$ cat src/rtl/fb_pipectrl_pkg.sv
// Shared definitions for the fb_pipectrl pipeline controller.
// Contents: the FSM state type, the register-number, timeout-counter and
// word widths, the default parameter values, and the load-use hazard helper.
package fb_pipectrl_pkg;

   // Controller states.
   typedef enum logic {
      ST_RUN      = 1'b0,
      ST_MEM_WAIT = 1'b1
   } fb_state_e;

   // Widths.
   localparam int unsigned FB_32BITS = 32;
   localparam int unsigned FB_REG_W  = 5;
   localparam int unsigned FB_TCNT_W = 8;

   // Default parameter values.
   localparam int unsigned FB_TIMEOUT_DEF = 255;
   localparam int unsigned FB_CNT_W_DEF   = 16;

   // A load in EX writes a register that ID reads.
   // Register x0 is hard-wired to zero, so it never creates a hazard.
   function automatic logic fb_load_use(
      input logic                mem_to_reg,
      input logic [FB_REG_W-1:0] rd,
      input logic [FB_REG_W-1:0] rs1,
      input logic [FB_REG_W-1:0] rs2
   );
      return mem_to_reg && (rd != '0) && ((rd == rs1) || (rd == rs2));
   endfunction

endpackage

$ cat src/rtl/fb_pipectrl_satcnt.sv
// fb_satcnt: an up-counter that saturates at all-ones and has a synchronous clear.
// Ports:
//   clk, rst  clock and asynchronous active-high reset
//   clr       synchronous clear; it takes priority over inc
//   inc       increment request for this cycle
//   cnt       current count
module fb_satcnt #(
   parameter int unsigned W = 16
) (
   input  logic         clk,
   input  logic         rst,
   input  logic         clr,
   input  logic         inc,
   output logic [W-1:0] cnt
);

   logic [W-1:0] cnt_q;
   logic [W-1:0] cnt_d;

   always_comb begin
      cnt_d = cnt_q;
      if (clr) begin
         cnt_d = '0;
      end else if (inc && (cnt_q != '1)) begin
         cnt_d = cnt_q + W'(1);
      end
   end

   always_ff @(posedge clk or posedge rst) begin
      if (rst) begin
         cnt_q <= '0;
      end else begin
         cnt_q <= cnt_d;
      end
   end

   assign cnt = cnt_q;

endmodule

$ cat src/rtl/fb_pipectrl.sv
// fb_pipectrl: hazard, stall and flush controller for a 5-stage pipeline,
// with a data-memory wait FSM and saturating performance counters.
// Ports:
//   clk, rst                     clock and asynchronous active-high reset
//   id_rs1, id_rs2               source registers of the instruction in ID
//   ex_mem_to_reg, ex_register_rd  load flag and destination register of the instruction in EX
//   ex_branch_taken              branch or jump resolved taken in EX
//   imem_ack                     fetch data is valid this cycle
//   mem_req, dmem_ack            data-memory request from MEM and its completion
//   perf_clr                     synchronous clear of the performance counters
//   pc_we..memwb_we              write enables for the PC and the pipeline registers
//   ifid_flush, idex_flush       load a bubble into IF/ID or ID/EX
//   dmem_req, mem_timeout        data-memory request and a one-cycle abort pulse
//   stall_cnt, flush_cnt         saturating counts of PC-stall cycles and branch flushes
module fb_pipectrl
   import fb_pipectrl_pkg::*;
#(
   parameter int unsigned TIMEOUT = FB_TIMEOUT_DEF,
   parameter int unsigned CNT_W   = FB_CNT_W_DEF
) (
   input  logic             clk,
   input  logic             rst,
   input  logic [4:0]       id_rs1,
   input  logic [4:0]       id_rs2,
   input  logic             ex_mem_to_reg,
   input  logic [4:0]       ex_register_rd,
   input  logic             ex_branch_taken,
   input  logic             imem_ack,
   input  logic             mem_req,
   input  logic             dmem_ack,
   input  logic             perf_clr,
   output logic             pc_we,
   output logic             ifid_we,
   output logic             idex_we,
   output logic             exmem_we,
   output logic             memwb_we,
   output logic             ifid_flush,
   output logic             idex_flush,
   output logic             dmem_req,
   output logic             mem_timeout,
   output logic [CNT_W-1:0] stall_cnt,
   output logic [CNT_W-1:0] flush_cnt
);

   localparam logic [FB_TCNT_W-1:0] TIMEOUT_V = TIMEOUT[FB_TCNT_W-1:0];

   fb_state_e            state_q, state_d;
   logic [FB_TCNT_W-1:0] tcnt_q, tcnt_d;

   logic freeze;
   logic dmem_req_c;
   logic mem_timeout_c;
   logic load_use;
   logic stall_inc;
   logic flush_inc;

   // Memory-wait FSM: computes the next state, the wait counter and freeze.
   always_comb begin
      state_d       = state_q;
      tcnt_d        = tcnt_q;
      freeze        = 1'b0;
      dmem_req_c    = 1'b0;
      mem_timeout_c = 1'b0;
      case (state_q)
         ST_RUN: begin
            if (mem_req) begin
               dmem_req_c = 1'b1;
               if (!dmem_ack) begin
                  freeze  = 1'b1;
                  state_d = ST_MEM_WAIT;
                  tcnt_d  = '0;
               end
            end
         end
         ST_MEM_WAIT: begin
            // An ack on the timeout cycle wins: the access completes normally.
            if (dmem_ack) begin
               dmem_req_c = 1'b1;
               state_d    = ST_RUN;
            end else if (tcnt_q == TIMEOUT_V) begin
               mem_timeout_c = 1'b1;
               state_d       = ST_RUN;
            end else begin
               dmem_req_c = 1'b1;
               freeze     = 1'b1;
               tcnt_d     = tcnt_q + 8'd1;
            end
         end
         default: begin
            state_d = ST_RUN;
         end
      endcase
   end

   always_ff @(posedge clk or posedge rst) begin
      if (rst) begin
         state_q <= ST_RUN;
         tcnt_q  <= '0;
      end else begin
         state_q <= state_d;
         tcnt_q  <= tcnt_d;
      end
   end

   assign load_use = fb_load_use(ex_mem_to_reg, ex_register_rd, id_rs1, id_rs2);

   // Hazard and priority decode. Every output is gated by rst, so a reset
   // asserted mid-access drops dmem_req without waiting for a clock edge.
   always_comb begin
      pc_we       = 1'b0;
      ifid_we     = 1'b0;
      idex_we     = 1'b0;
      exmem_we    = 1'b0;
      memwb_we    = 1'b0;
      ifid_flush  = 1'b0;
      idex_flush  = 1'b0;
      dmem_req    = 1'b0;
      mem_timeout = 1'b0;
      if (!rst) begin
         dmem_req    = dmem_req_c;
         mem_timeout = mem_timeout_c;
         // A branch arriving while frozen stays in EX (EX/MEM holds), so
         // its flush takes effect on the release cycle.
         if (!freeze) begin
            idex_we  = 1'b1;
            exmem_we = 1'b1;
            memwb_we = 1'b1;
            if (ex_branch_taken) begin
               pc_we      = 1'b1;
               ifid_we    = 1'b1;
               ifid_flush = 1'b1;
               idex_flush = 1'b1;
            end else if (load_use || !imem_ack) begin
               idex_flush = 1'b1;
            end else begin
               pc_we   = 1'b1;
               ifid_we = 1'b1;
            end
         end
      end
   end

   assign stall_inc = !rst && !pc_we;
   assign flush_inc = !rst && !freeze && ex_branch_taken;

   fb_satcnt #(.W(CNT_W)) u_stall_cnt (
      .clk (clk),
      .rst (rst),
      .clr (perf_clr),
      .inc (stall_inc),
      .cnt (stall_cnt)
   );

   fb_satcnt #(.W(CNT_W)) u_flush_cnt (
      .clk (clk),
      .rst (rst),
      .clr (perf_clr),
      .inc (flush_inc),
      .cnt (flush_cnt)
   );

endmodule

$ cat config.mk
export PLATFORM = sky130hd
export DESIGN_NAME = fb_pipectrl
export DESIGN_NICKNAME = d
export VERILOG_FILES = /design/src/rtl/fb_pipectrl_pkg.sv /design/src/rtl/fb_pipectrl_satcnt.sv /design/src/rtl/fb_pipectrl.sv
export SDC_FILE = /design/constraint.sdc
export NUM_CORES = 1
export LEC_CHECK = 0
export ABC_AREA = 1
export BUFFER_PORTS_ARGS = -buffer_cell sky130_fd_sc_hd__clkbuf_2
export CAP_MARGIN = 25
export CELL_PAD_IN_SITES_DETAIL_PLACEMENT = 1
export CELL_PAD_IN_SITES_GLOBAL_PLACEMENT = 1
export CORE_AREA = 3 3 115 117
export DETAILED_ROUTE_END_ITERATION = 16
export DIE_AREA = 0 0 118 120
export PLACE_DENSITY_LB_ADDON = 0.1
export SYNTH_ARGS = -nofsm -noshare
export SYNTH_HDL_FRONTEND = slang
export SYNTH_HIERARCHICAL = 1
export SYNTH_SLANG_ARGS = --single-unit
export TNS_END_PERCENT = 10
$ cat constraint.sdc
create_clock -name clk -period 3.9 [get_ports clk]
set_input_delay 0.78 -clock clk [delete_from_list [all_inputs] [get_ports clk]]
set_output_delay 0.78 -clock clk [all_outputs]
set_load 0.01 [all_outputs]
# Word-level counts from Yosys, hierarchy flattened
# Index checks and enable logic that the tools add are counted.
# classes
n_mul	0
order_cmp	0
add_sub_neg	3
n_bitwise	1
n_div	0
n_shift	0
mux	35
reduce_logical	17
n_eq_ne	9
# op_table
operator	n
2-to-1 mux 16 bit	4
adder 16 x 1 -> 16 bit, second input constant	2
2-to-1 mux 8 bit	4
inequality test 16 bit, second input constant	2
2-to-1 mux 1 bit	24
one-hot mux 8 bit (2 select lines)	1
== test 5 bit	2
adder 8 x 1 -> 8 bit, second input constant	1
== test 8 bit, second input constant	1
inequality test 2 bit, second input constant	4
logical AND 1 bit	7
nonzero test 5 bit	1
logical NOT 1 bit	4
one-hot mux 1 bit (2 select lines)	2
AND reduction 4 bit	1
nonzero test 2 bit	2
logical OR 1 bit	2
inverter 1 bit	1
# word_totals
elab_cells	69
output_inout_bits	41
memories	0
in_bits	23
ramBits	0
register_bits	41
romBits	0
latchBits	0

# Depth between registers and ports, before layout
# Gate-level depths: netlist (run 1).
# logic_depth
depth_word	13
mapped_depth	17
mapped_depth_nobuf	17

# Modules after synthesis
# The synthesis (run 1) kept the hierarchy.
# modules_own_cells
mod	area_each_um2	cells_each	instances	seq_area_each_um2
fb_satcnt	1083.5	159	2	400.4
fb_pipectrl	870.8	131	1	225.2

# Least setup slack after synthesis (run 1)
# Ideal clock, no wire load.
# synth_timing
kind	input-to-output
startpoint	input port ex_register_rd[2]
endpoint	output port pc_we
path_stages	8
path_slack_ns	1.441
arrival_time_ns	1.679
required_ns	3.120
path_buffers	1
cell_sequence	inv_1 nand4_1 o21ai_0 inv_1 nand2_1 nand2_1 a21oi_1 buf_4
# synth_between
elab_chain_cells	8
elab_cells_between_ends	11
# synth_lines
item	line_no	text
from (decl)	fb_pipectrl.sv:26	input logic [4:0] ex_register_rd,
== test 5 bit / nonzero test 5 bit (equally long branches)	fb_pipectrl_pkg.sv:29	return mem_to_reg && (rd != '0) && ((rd == rs1) || (rd == rs2));
logical OR 1 bit / logical AND 1 bit (equally long branches)	fb_pipectrl_pkg.sv:29	
logical AND 1 bit (*)	fb_pipectrl_pkg.sv:29	
logical OR 1 bit (*)	fb_pipectrl.sv:133	end else if (load_use || !imem_ack) begin
2-to-1 mux 1 bit (*) (4 in a row)	-	
to (decl)	fb_pipectrl.sv:32	output logic pc_we,
# Mark *: on every way between the ends. The rest lies on a longest branch, timed or not.

# Worst setup path in the final report (run 1)
# layout_timing
startpoint	register tcnt_q[0]
endpoint	output port ifid_we
# layout_between
elab_chain_cells	6
# layout_lines
item	line_no	text
from (decl)	fb_pipectrl.sv:48	logic [FB_TCNT_W-1:0] tcnt_q, tcnt_d;
from (signal assigned)	fb_pipectrl.sv:101	tcnt_q <= tcnt_d;
== test 8 bit	fb_pipectrl.sv:80	end else if (tcnt_q == TIMEOUT_V) begin
2-to-1 mux 1 bit	fb_pipectrl.sv:80	
2-to-1 mux 1 bit	fb_pipectrl.sv:77	if (dmem_ack) begin
one-hot mux 1 bit (2 select lines)	fb_pipectrl.sv:64	case (state_q)
2-to-1 mux 1 bit	fb_pipectrl.sv:124	if (!freeze) begin
2-to-1 mux 1 bit	fb_pipectrl.sv:119	if (!rst) begin
to (decl)	fb_pipectrl.sv:33	output logic ifid_we,
# Every way passes these cells.

==> run metrics, run 1 <==
status finished, final reports clean; Mapped Cells 449; commonest non-fill, non-tap cell in the layout nand2_1; Nets 535; Rel. slew slack 52.3%; R2R cell count 12; # resized after CTS 0; Slew Limit Fails 0; initial antenna violation count 0; Die Span Y 120 µm; clk_lat worst skew 300 ps; R2R Path End u_flush_cnt/cnt[10]; largest family of logic cells by synthesized area simple AND/OR/NAND/NOR gates; gpl congestion 0.743; library cells used by synthesis 34; Ports 64; xor and xnor area share after synthesis 2.88%; initial drt markers 121; worst reg2reg startpoint tcnt_q[0]; Place WS 1020 ps; Fmax 347 MHz; first-pass GRT wire length 15900 µm; TNS Setup 0 ps; Post-CTS Hold Fix Bufs 0; average vias per placed instance 4.41; pin count of the biggest net entering global routing 18; CTS clk-pin slew, worst paths 60 ps; post-DP HPWL 6890 µm; multiplexer share of the synthesized area 0%; vias in the first global route 3156; hold slack final 516 ps; DRC 0; PwrDens 290 mW/mm²; Setup-failing EPs final 0; Seq/Total Area, Yosys 33.8%; std cell rows 41; Yosys reg bits 41; H-tree Lvls 2; area of the core 0.0125 mm²; total power 1.06 mW; Hold Path Class in2async; post-synthesis simple-gate area fraction 46.8%; clock buffer depth 2; Syn Std Cell Area 0.00304 mm²; Die ar. 0.0142 mm²; chip width 118 µm; post-CTS setup repair buffer count 0; port bufs 63; layout cells sized above 1 20.6%; critical path peak fanout 17; CP endpoint kind output port; placed cell count 674; Final ANT Viol Nets 0; shortest period the worst path allows 2880 ps; CTS root buf clkbuf_16; All-Layer GR Usage 13.9%; Area growth syn-to-layout 20.2%; VDD IR-drop max 202 µV; Max-Cap Viols 0; first-pass detailed-route iteration total 4; adder-cell share of the synthesized area 1.24%; Final Cycle Share 73.8%; YS warnings 6; GRT overflow 0; reg2reg setup slack 1130 ps; final wirelength 9190 µm; Setup WS post-layout 1020 ps; syn_nets 475; Clock Sinks 41; WL/cell 13.5 µm; Mapped Avg Cell Area 6.77 µm²; skew final 5.39 ps; antenna diode instance count 0; compound-cell area share of the yosys netlist 4.49%; most frequent cells in the layout nand2_1 (165), clkbuf_2 (63), inv_1 (57); RSZ-0062 raised after global routing false; Worst setup SP type flop; Worst Path Required 3120 ps; Leak 1.99 nW; CTS Buf Count 5; via count 3009; non-filler cells, final 682; CTS tree done; Starting Density 24.4%; worst slew pin tran 715 ps; final hold vios 0; CP arrival 2100 ps; Crit Path Category reg2out
==> worst max-delay path by stage <==
stage / startpoint / end / slack, ps / cells past startpoint
finish: tcnt_q[0] / ifid_we / 1020 / 8
global route: tcnt_q[0] / u_flush_cnt/cnt[10] / 810 / 12
CTS: tcnt_q[0] / ifid_we / 970 / 8
detailed placement: ex_register_rd[0] / u_stall_cnt/cnt[3] / 1020 / 16
global placement: ex_register_rd[3] / u_stall_cnt/cnt[2] / 1050 / 16
floorplan: ex_register_rd[2] / pc_we / 1440 / 8
==> synth_stat cells (all sizes together) <==
| master | count | area (µm²) |
|---|---|---|
| a21oi | 7 | 35.0 |
| nand3b | 5 | 37.5 |
| clkinv | 2 | 7.51 |
| xor2 | 4 | 35.0 |
| nand2 | 173 | 684 |
| nand4 | 26 | 178 |
| or2 | 3 | 18.8 |
| dfrtp | 41 | 1030 |
| xnor2 | 6 | 52.6 |
| nor3 | 2 | 10.0 |
| a31oi | 1 | 12.5 |
| inv | 60 | 225 |
| nand3 | 35 | 188 |
| ha | 3 | 37.5 |
| buf | 10 | 82.6 |
| a31o | 1 | 8.76 |
| clkbuf | 1 | 13.8 |
| nor2 | 56 | 305 |
| o21ai | 13 | 80.1 |
==> where the power goes <==
group	internal, mW	total [mW]	switching (mW)
Clock	0.320	0.507	0.186
Sequential	0.432	0.443	0.0106
Combinational	0.0355	0.111	0.0753
==> state kept, by name (all words and copies together) (netlist names) <==
signal	flops
state_q	1
u_flush_cnt/cnt	16
tcnt_q	8
u_stall_cnt/cnt	16
==> routing by layer <==
metal  global-route usage, %  routed length [µm]  up-vias
met5                       0                   0        -
met4                    4.18                 120        0
met3                    3.25                 323        6
met2                    23.2                4240       51
met1                    18.1                4510     1427
li1                        -                   -     1525
==> cell families (layout without fill, tap and decap cells) <==
group                    after synthesis  after routing
AO/OA/AOI/OAI                         22             22
XOR/XNOR                              10             10
adder cells (fa/ha/maj)                3              3
buffers and inverters                 73            134
flip-flops                            41             41
AND/OR/NAND/NOR                      300            300
==> worst max-delay path, cell delays in order (launching register included) <==
cell and delay (ps):
dfrtp_1 420, ha_1 260, nand2_1 120, inv_1 130
nand4_4 140, nand3_4 230, nand2_4 100, a21oi_1 220
clkbuf_2 180
==> area by class of cell <==
type | instances | area [µm²]
fill | 1609 | 8810
multi-input combinational | 335 | 1680
sequential | 41 | 1030
timing repair buffer | 64 | 323
inverter | 62 | 233
tap | 172 | 215
clock buffer | 7 | 143
clock inverter | 1 | 30.0
==> metrics by stage <==
step	utilization [%]	area [µm²]
floorplan	-	3040
global placement	27.9	3480
detailed placement	27.9	3480
CTS	29.3	3650
global route	29.3	3650
finish	29.3	3650
Power figures use the tool's default switching activity.
==> inputs of run 2 (changes only) <==
--- a/config.mk
+++ b/config.mk
@@ -5,14 +5,14 @@
 export SDC_FILE = /design/constraint.sdc
 export NUM_CORES = 1
 export LEC_CHECK = 0
-export ABC_AREA = 1
+export ABC_AREA = 0
 export BUFFER_PORTS_ARGS = -buffer_cell sky130_fd_sc_hd__clkbuf_2
 export CAP_MARGIN = 25
 export CELL_PAD_IN_SITES_DETAIL_PLACEMENT = 1
 export CELL_PAD_IN_SITES_GLOBAL_PLACEMENT = 1
-export CORE_AREA = 3 3 115 117
+export CORE_AREA = 3 3 106 108
 export DETAILED_ROUTE_END_ITERATION = 16
-export DIE_AREA = 0 0 118 120
+export DIE_AREA = 0 0 109 111
 export PLACE_DENSITY_LB_ADDON = 0.1
 export SYNTH_ARGS = -nofsm -noshare
 export SYNTH_HDL_FRONTEND = slang
==> constraint.sdc (replaced) <==
create_clock -name clk -period 2.33 [get_ports clk]
set_input_delay 0.466 -clock clk [delete_from_list [all_inputs] [get_ports clk]]
set_output_delay 0.466 -clock clk [all_outputs]
set_load 0.01 [all_outputs]
==> run 2 against run 1 <==
Against the previous run:
- sequential share of layout area up 1.4 points
- synthesized cell count fell by 37%
- critical path depth grew 3
- via count shrank 12%
- synthesized area down 15%
- combinational power grew 95%
- register-to-register slack lost 1200 ps
- worst setup slack got worse by 1100 ps
- the run now ends with setup timing left
- wire length fell by 12%
==> run metrics, run 2 <==
Main synth FF type dfrtp_1; first-pass detailed-route iteration total 4 (unchanged); clock buffer depth 2 (unchanged); antenna diode instance count 0 (unchanged); library cells used by synthesis 45 (+32%); Crit Path Category reg2reg; synth cell count leaders dfrtp_1 (41), a21oi_1 (26), nand2_1 (18); synth top area cells dfrtp_1 (40%), a21oi_1 (5.1%), or4_1 (4.4%); Setup WS post-layout -108 ps (-1130 ps); Post-synth EDFFs 0 (unchanged); initial antenna violation count 0 (unchanged); Final ANT Viol Nets 0 (unchanged); Nets 406 (-24%); RSZ-0062 raised after global routing true; area of the core 0.0103 mm² (-17%); Clock Sinks 41 (unchanged); Starting Density 25.0% (+0.58 points); most frequent cells in the layout clkbuf_2 (59), dfrtp_1 (41), buf_4 (37); CP max stage cell or4_4; Async SR Flop Fraction 100% (unchanged); average vias per placed instance 5.12 (+16%); Setup-failing EPs final 10 (+10); GRT overflow 0 (unchanged); pin count of the biggest net entering global routing 27 (+9); YS warnings 6 (unchanged); worst slew pin tran 745 ps (+30.1 ps); area share of the largest cell type after synthesis 39.8% (+6.1 points); CP endpoint kind flop; clk_lat worst skew 300 ps (about the same); Area growth syn-to-layout 34.8%; CTS tree done; Ports 64 (unchanged); Seq/Total Area, Yosys 39.8% (+6.1 points); WL/cell 15.7 µm (+16%); top-count cell post-synth dfrtp_1; CTS clk-pin slew, worst paths 100 ps (+40 ps); final wirelength 8090 µm (-12%); Fmax 410 MHz; Mapped Avg Cell Area 9.07 µm² (+34%); status finished, violations left; commonest non-fill, non-tap cell in the layout clkbuf_2; footprint of the multi-input gates 0.00152 mm² (-9.5%); post-DP HPWL 6000 µm (-13%); skew final 18.1 ps (+12.7 ps); via count 2643 (-12%); CTS Buf Count 5 (unchanged); post-synthesis simple-gate area fraction 30.3% (-17 points); CTS root buf clkbuf_8; shortest period the worst path allows 2440 ps; compound-cell area share of the yosys netlist 16.8% (+12 points); Worst path top cell family by delay simple AND/OR/NAND/NOR gates; critical path peak fanout 5 (-12); Worst Path Required 2560 ps (-560 ps); Mapped Cells 284 (-37%); initial drt markers 59 (-51%); H-tree Lvls 2 (unchanged); vias in the first global route 2708 (-14%); Die Span Y 111 µm (-7.5%); hold slack final 250 ps (-266 ps); cell mode on critical path or4_4; Reg area 0.00103 mm² (unchanged); DRC 0 (unchanged); Leak 1.48 nW (-25%); worst-path cell chain ha_2 -> and4_4 -> a21o_1 -> inv_2 -> o21ai_1 -> o41ai_2 -> buf_4 -> nand3_2 -> or4_4 -> or4_4 -> a21oi_2; adder-cell share of the synthesized area 1.46% (+0.22 points); Syn Std Cell Area 0.00258 mm² (-15%); Slew Limit Fails 0 (unchanged); chip width 109 µm (-7.6%); fillcell total 1235 (-23%); port bufs 63 (unchanged); violated checks setup timing; Hold Path Class in2async; Place WS -520 ps (-1540 ps); Rel. slew slack 50.3% (-2.0 points); All-Layer GR Usage 13.7% (-0.22 points); Worst setup SP type flop; Yosys reg bits 41 (unchanged); final core occ 33.6% (+4.3 points); VDD IR-drop max 205 µV (+1.5%); largest family of logic cells by synthesized area simple AND/OR/NAND/NOR gates; syn_nets 310 (-35%); xor and xnor area share after synthesis 4.42% (+1.5 points); area leader, netlist dfrtp_1; std cell rows 37 (-9.8%); CP Buf/Inv Count 2 (unchanged); multiplexer share of the synthesized area 2.53% (+2.5 points); Die ar. 0.0121 mm² (-15%); Max-Cap Viols 0 (unchanged); max incr delay on CP 460 ps (+40 ps); layout cells sized above 1 37.4% (+17 points); CP arrival 2670 ps (+570 ps); PwrDens 443 mW/mm² (+52%); first-pass GRT wire length 13500 µm (-15%); final hold vios 0 (unchanged); gpl congestion 0.696 (-6.3%); Final Cycle Share 105%
## run 2: final cells by class
type	count	share of cell area, %
clock buffer	5	1.98
clock inverter	2	1.01
inverter	10	1.08
multi-input combinational	221	43.8
sequential	41	29.5
tap	136	4.90
timing repair buffer	101	17.7
## run 2: kinds of logic after synthesis
logic type	after synthesis
simple gates	129
compound gates	70
flops	41
buf+inv	22
xor+xnor	13
mux	6
fa+ha+maj	3
## run 2: power breakdown
part           switching [mW]  internal (mW)  total [mW]  leakage, nW
logic                   0.115          0.101       0.216        0.860
registers              0.0139          0.724       0.738        0.568
clock network           0.271          0.312       0.583       0.0540
## run 2: final timing paths
kind	cells past startpoint	slack, ps	end	startpoint
min reg2reg	2	570	tcnt_q[6]	tcnt_q[6]
max reg2reg	11	-110	u_stall_cnt/cnt[13]	tcnt_q[1]
max	11	-110	u_stall_cnt/cnt[13]	tcnt_q[1]
min	3	250	tcnt_q[3]	rst
max in group asynchronous	3	1360	u_flush_cnt/cnt[14]	rst
min in group clk	2	570	tcnt_q[6]	tcnt_q[6]
## run 2: layer usage
| layer | global-route usage [%] | up-vias | routed length, µm |
|---|---|---|---|
| met2 | 23.2 | 35 | 4080 |
| met3 | 2.27 | 5 | 243 |
| met5 | 0 | - | 0 |
| met1 | 18.2 | 1332 | 3710 |
| li1 | - | 1271 | - |
| met4 | 3.03 | 0 | 61 |
## run 2: tightest hold or removal path, cell delays in order
cell	delay [ps]
clkbuf_2	130
inv_1	90
buf_4	210
## run 2: repair_timing
action                                 in CTS  in global routing
gates resized for setup                     7                 19
hold buffers                                0                  0
setup endpoints to repair                  13                 22
endpoints found under the hold margin       0                  0
pin swaps                                   6                  6
buffers inserted                            0                  4
## run 2: stage by stage
stage                     instance area, µm²  cells  setup TNS, ps  total power [mW]
after detailed placement                3250    505          -4460             0.954
final                                   3470    516           -479              1.54
after global placement                  3250    505          -3520             0.952
after floorplan                         2590    284          -1110             0.856
after CTS                               3370    512           -647              1.56
after global routing                    3470    516          -2050              1.62
==> inputs of run 3 (changes only) <==
--- a/config.mk
+++ b/config.mk
@@ -9,10 +9,10 @@
 export BUFFER_PORTS_ARGS = -buffer_cell sky130_fd_sc_hd__clkbuf_2
 export CAP_MARGIN = 25
 export CELL_PAD_IN_SITES_DETAIL_PLACEMENT = 1
-export CELL_PAD_IN_SITES_GLOBAL_PLACEMENT = 1
-export CORE_AREA = 3 3 106 108
+export CELL_PAD_IN_SITES_GLOBAL_PLACEMENT = 2
+export CORE_AREA = 2 2 105 107
 export DETAILED_ROUTE_END_ITERATION = 16
-export DIE_AREA = 0 0 109 111
+export DIE_AREA = 0 0 107 109
 export PLACE_DENSITY_LB_ADDON = 0.1
 export SYNTH_ARGS = -nofsm -noshare
 export SYNTH_HDL_FRONTEND = slang
==> run 3 against run 2 <==
Against the previous run:
- the flow still finishes with violations (setup timing)
- first-iteration DRC count rose by 41%
- largest cell class unchanged
- combinational power grew 4%
- global-route usage is 0.17 points higher
- sequential power is essentially flat
- wire length is 3.3% lower
- clock-buffer cell count rose by 1
- sequential share of layout area down 0.64 points
- die area shrank 3.6%
- clock power is 17% lower
==> run metrics, run 3 (synthesized netlist as in run 2, its figures left out) <==
DRC 0 (unchanged); GRT overflow 0 (unchanged); Nets 412 (+1.5%); non-filler cells, final 527 (+2.1%); antenna diode instance count 0 (unchanged); first-pass detailed-route iteration total 4 (unchanged); initial antenna violation count 0 (unchanged); Switching Power 399 µW (-0.19%); max incr delay on CP 420 ps (-40 ps); Int Power 1.05 mW (-8.0%); CTS tree done; Reg power frac 51.2% (+3.2 points); Worst path top cell family by delay simple AND/OR/NAND/NOR gates; status finished, violations left; shortest period the worst path allows 2480 ps (+39.6 ps); Setup WS post-layout -148 ps (-39.6 ps); hold slack final 299 ps (+49.8 ps); Slew Limit Fails 0 (unchanged); TNS Setup -956 ps (-478 ps); layout cells sized above 1 40.3% (+2.9 points); pin count of the biggest net entering global routing 28 (+3.7%); Crit Path Category reg2reg; Rel. slew slack 52.9% (+2.7 points); worst-path cell chain ha_2 -> and4_4 -> a21o_1 -> inv_2 -> o21ai_2 -> o41ai_2 -> buf_4 -> buf_4 -> nand3_1 -> or4_1 -> or3_1 -> a21oi_2; total power 1.45 mW (-6.0%); Max-Cap Viols 0 (unchanged); CP arrival 2710 ps (+40 ps); RSZ-0062 raised after global routing true; Starting Density 24.3% (-0.66 points); Die ar. 0.0117 mm² (-3.6%); clock buffer depth 2 (unchanged); CP endpoint kind flop; first-pass GRT wire length 13100 µm (-3.0%); initial drt markers 83 (+41%); Post-CTS Hold Fix Bufs 0 (unchanged); skew final 15.1 ps (-2.97 ps); WL/cell 14.8 µm (-5.4%); area of the core 0.0106 mm² (+2.7%); critical path peak fanout 4 (-1); All-Layer GR Usage 13.9% (+0.17 points); CP Buf/Inv Count 3 (+1); Worst Path Required 2560 ps (about the same); via count 2616 (-1.0%); Worst setup SP type flop; std cell rows 38 (+2.7%); Area growth syn-to-layout 37.8%; Final ANT Viol Nets 0 (unchanged); Die Span Y 109 µm (-1.8%); combinational cell fraction of total power 15.5% (+1.5 points); post-DP HPWL 5830 µm (-2.9%); CTS Buf Count 5 (unchanged); violated checks setup timing; CP max stage cell or4_1; CTS root buf clkbuf_8; placed cell count 514 (+1.8%); gpl congestion 0.737 (+5.8%); Net Sw Frac 27.6% (+1.6 points); CTS clk-pin slew, worst paths 90 ps (about the same); Final Cycle Share 106% (+1.7 points); H-tree Lvls 2 (unchanged); most frequent cells in the layout clkbuf_2 (57), buf_4 (43), dfrtp_1 (41); average vias per placed instance 4.96 (-3.1%); Leak 1.51 nW (+1.7%); PwrDens 407 mW/mm² (-8.0%); commonest non-fill, non-tap cell in the layout clkbuf_2; cell mode on critical path buf_4; chip width 107 µm (-1.8%); port bufs 63 (unchanged); Clock Sinks 41 (unchanged); worst slew pin tran 700 ps (-44.9 ps); final wirelength 7820 µm (-3.3%); Ports 64 (unchanged); Hold Path Class in2async; clk_lat worst skew 300 ps (about the same); final hold vios 0 (unchanged); VDD IR-drop max 226 µV (+10%); vias in the first global route 2678 (-1.1%); clock share of power 33.3% (-4.6 points); Setup-failing EPs final 13 (+3); Fmax 404 MHz (-1.6%)
==> run 3: area by class of cell <==
cell class                      count  area [µm²]
Inverter                           10        37.5
Fill cell                        1271        7050
Multi-Input combinational cell    221        1570
Clock buffer                        6        72.6
Clock inverter                      2        15.0
Sequential cell                    41        1030
Timing Repair Buffer              107         649
Tap cell                          140         175
==> run 3: worst paths after layout <==
kind / depth (start not counted) / endpoint / slack (ps) / start
max: 12 / u_stall_cnt/cnt[12] / -150 / tcnt_q[1]
min: 3 / tcnt_q[2] / 300 / rst
max reg2reg: 12 / u_stall_cnt/cnt[12] / -150 / tcnt_q[1]
min reg2reg: 2 / tcnt_q[6] / 560 / tcnt_q[6]
max in group asynchronous: 3 / u_flush_cnt/cnt[0] / 1380 / rst
min in group clk: 2 / tcnt_q[6] / 560 / tcnt_q[6]
==> run 3: through the flow <==
step | utilization [%] | area [µm²] | setup slack [ps]
after floorplan | - | 2590 | -247
after global placement | 31.1 | 3300 | -392
after detailed placement | 31.1 | 3300 | -413
after CTS | 32.5 | 3450 | -163
after global routing | 33.5 | 3550 | -274
final | 33.5 | 3550 | -148
==> run 3: power groups by stage <==
stage               combinational (mW)  sequential [mW]  clock [mW]
global placement                 0.207            0.754           0
finish                           0.224            0.740       0.482
detailed placement               0.208            0.754           0
CTS                              0.223            0.740       0.515
floorplan                        0.102            0.754           0
global route                     0.251            0.743       0.546
==> run 3: per-layer routing <==
layer / up-vias / wire (µm) / track usage, %
li1: 1284 / - / -
met1: 1278 / 3750 / 18.2
met2: 52 / 3710 / 23.5
met3: 2 / 327 / 3.11
met4: 0 / 37 / 2.97
met5: - / 0 / 0
==> run 3: what timing repair did <==
item | in CTS | in global routing
setup buffers | 3 | 2
pin swaps | 11 | 7
gates cloned | 0 | 0
resized for setup | 13 | 26
setup endpoints to repair | 24 | 27
==> run 3: tightest hold or removal path: stages <==
cell and delay [ps]:
clkbuf_2 150, inv_1 120, buf_4 220
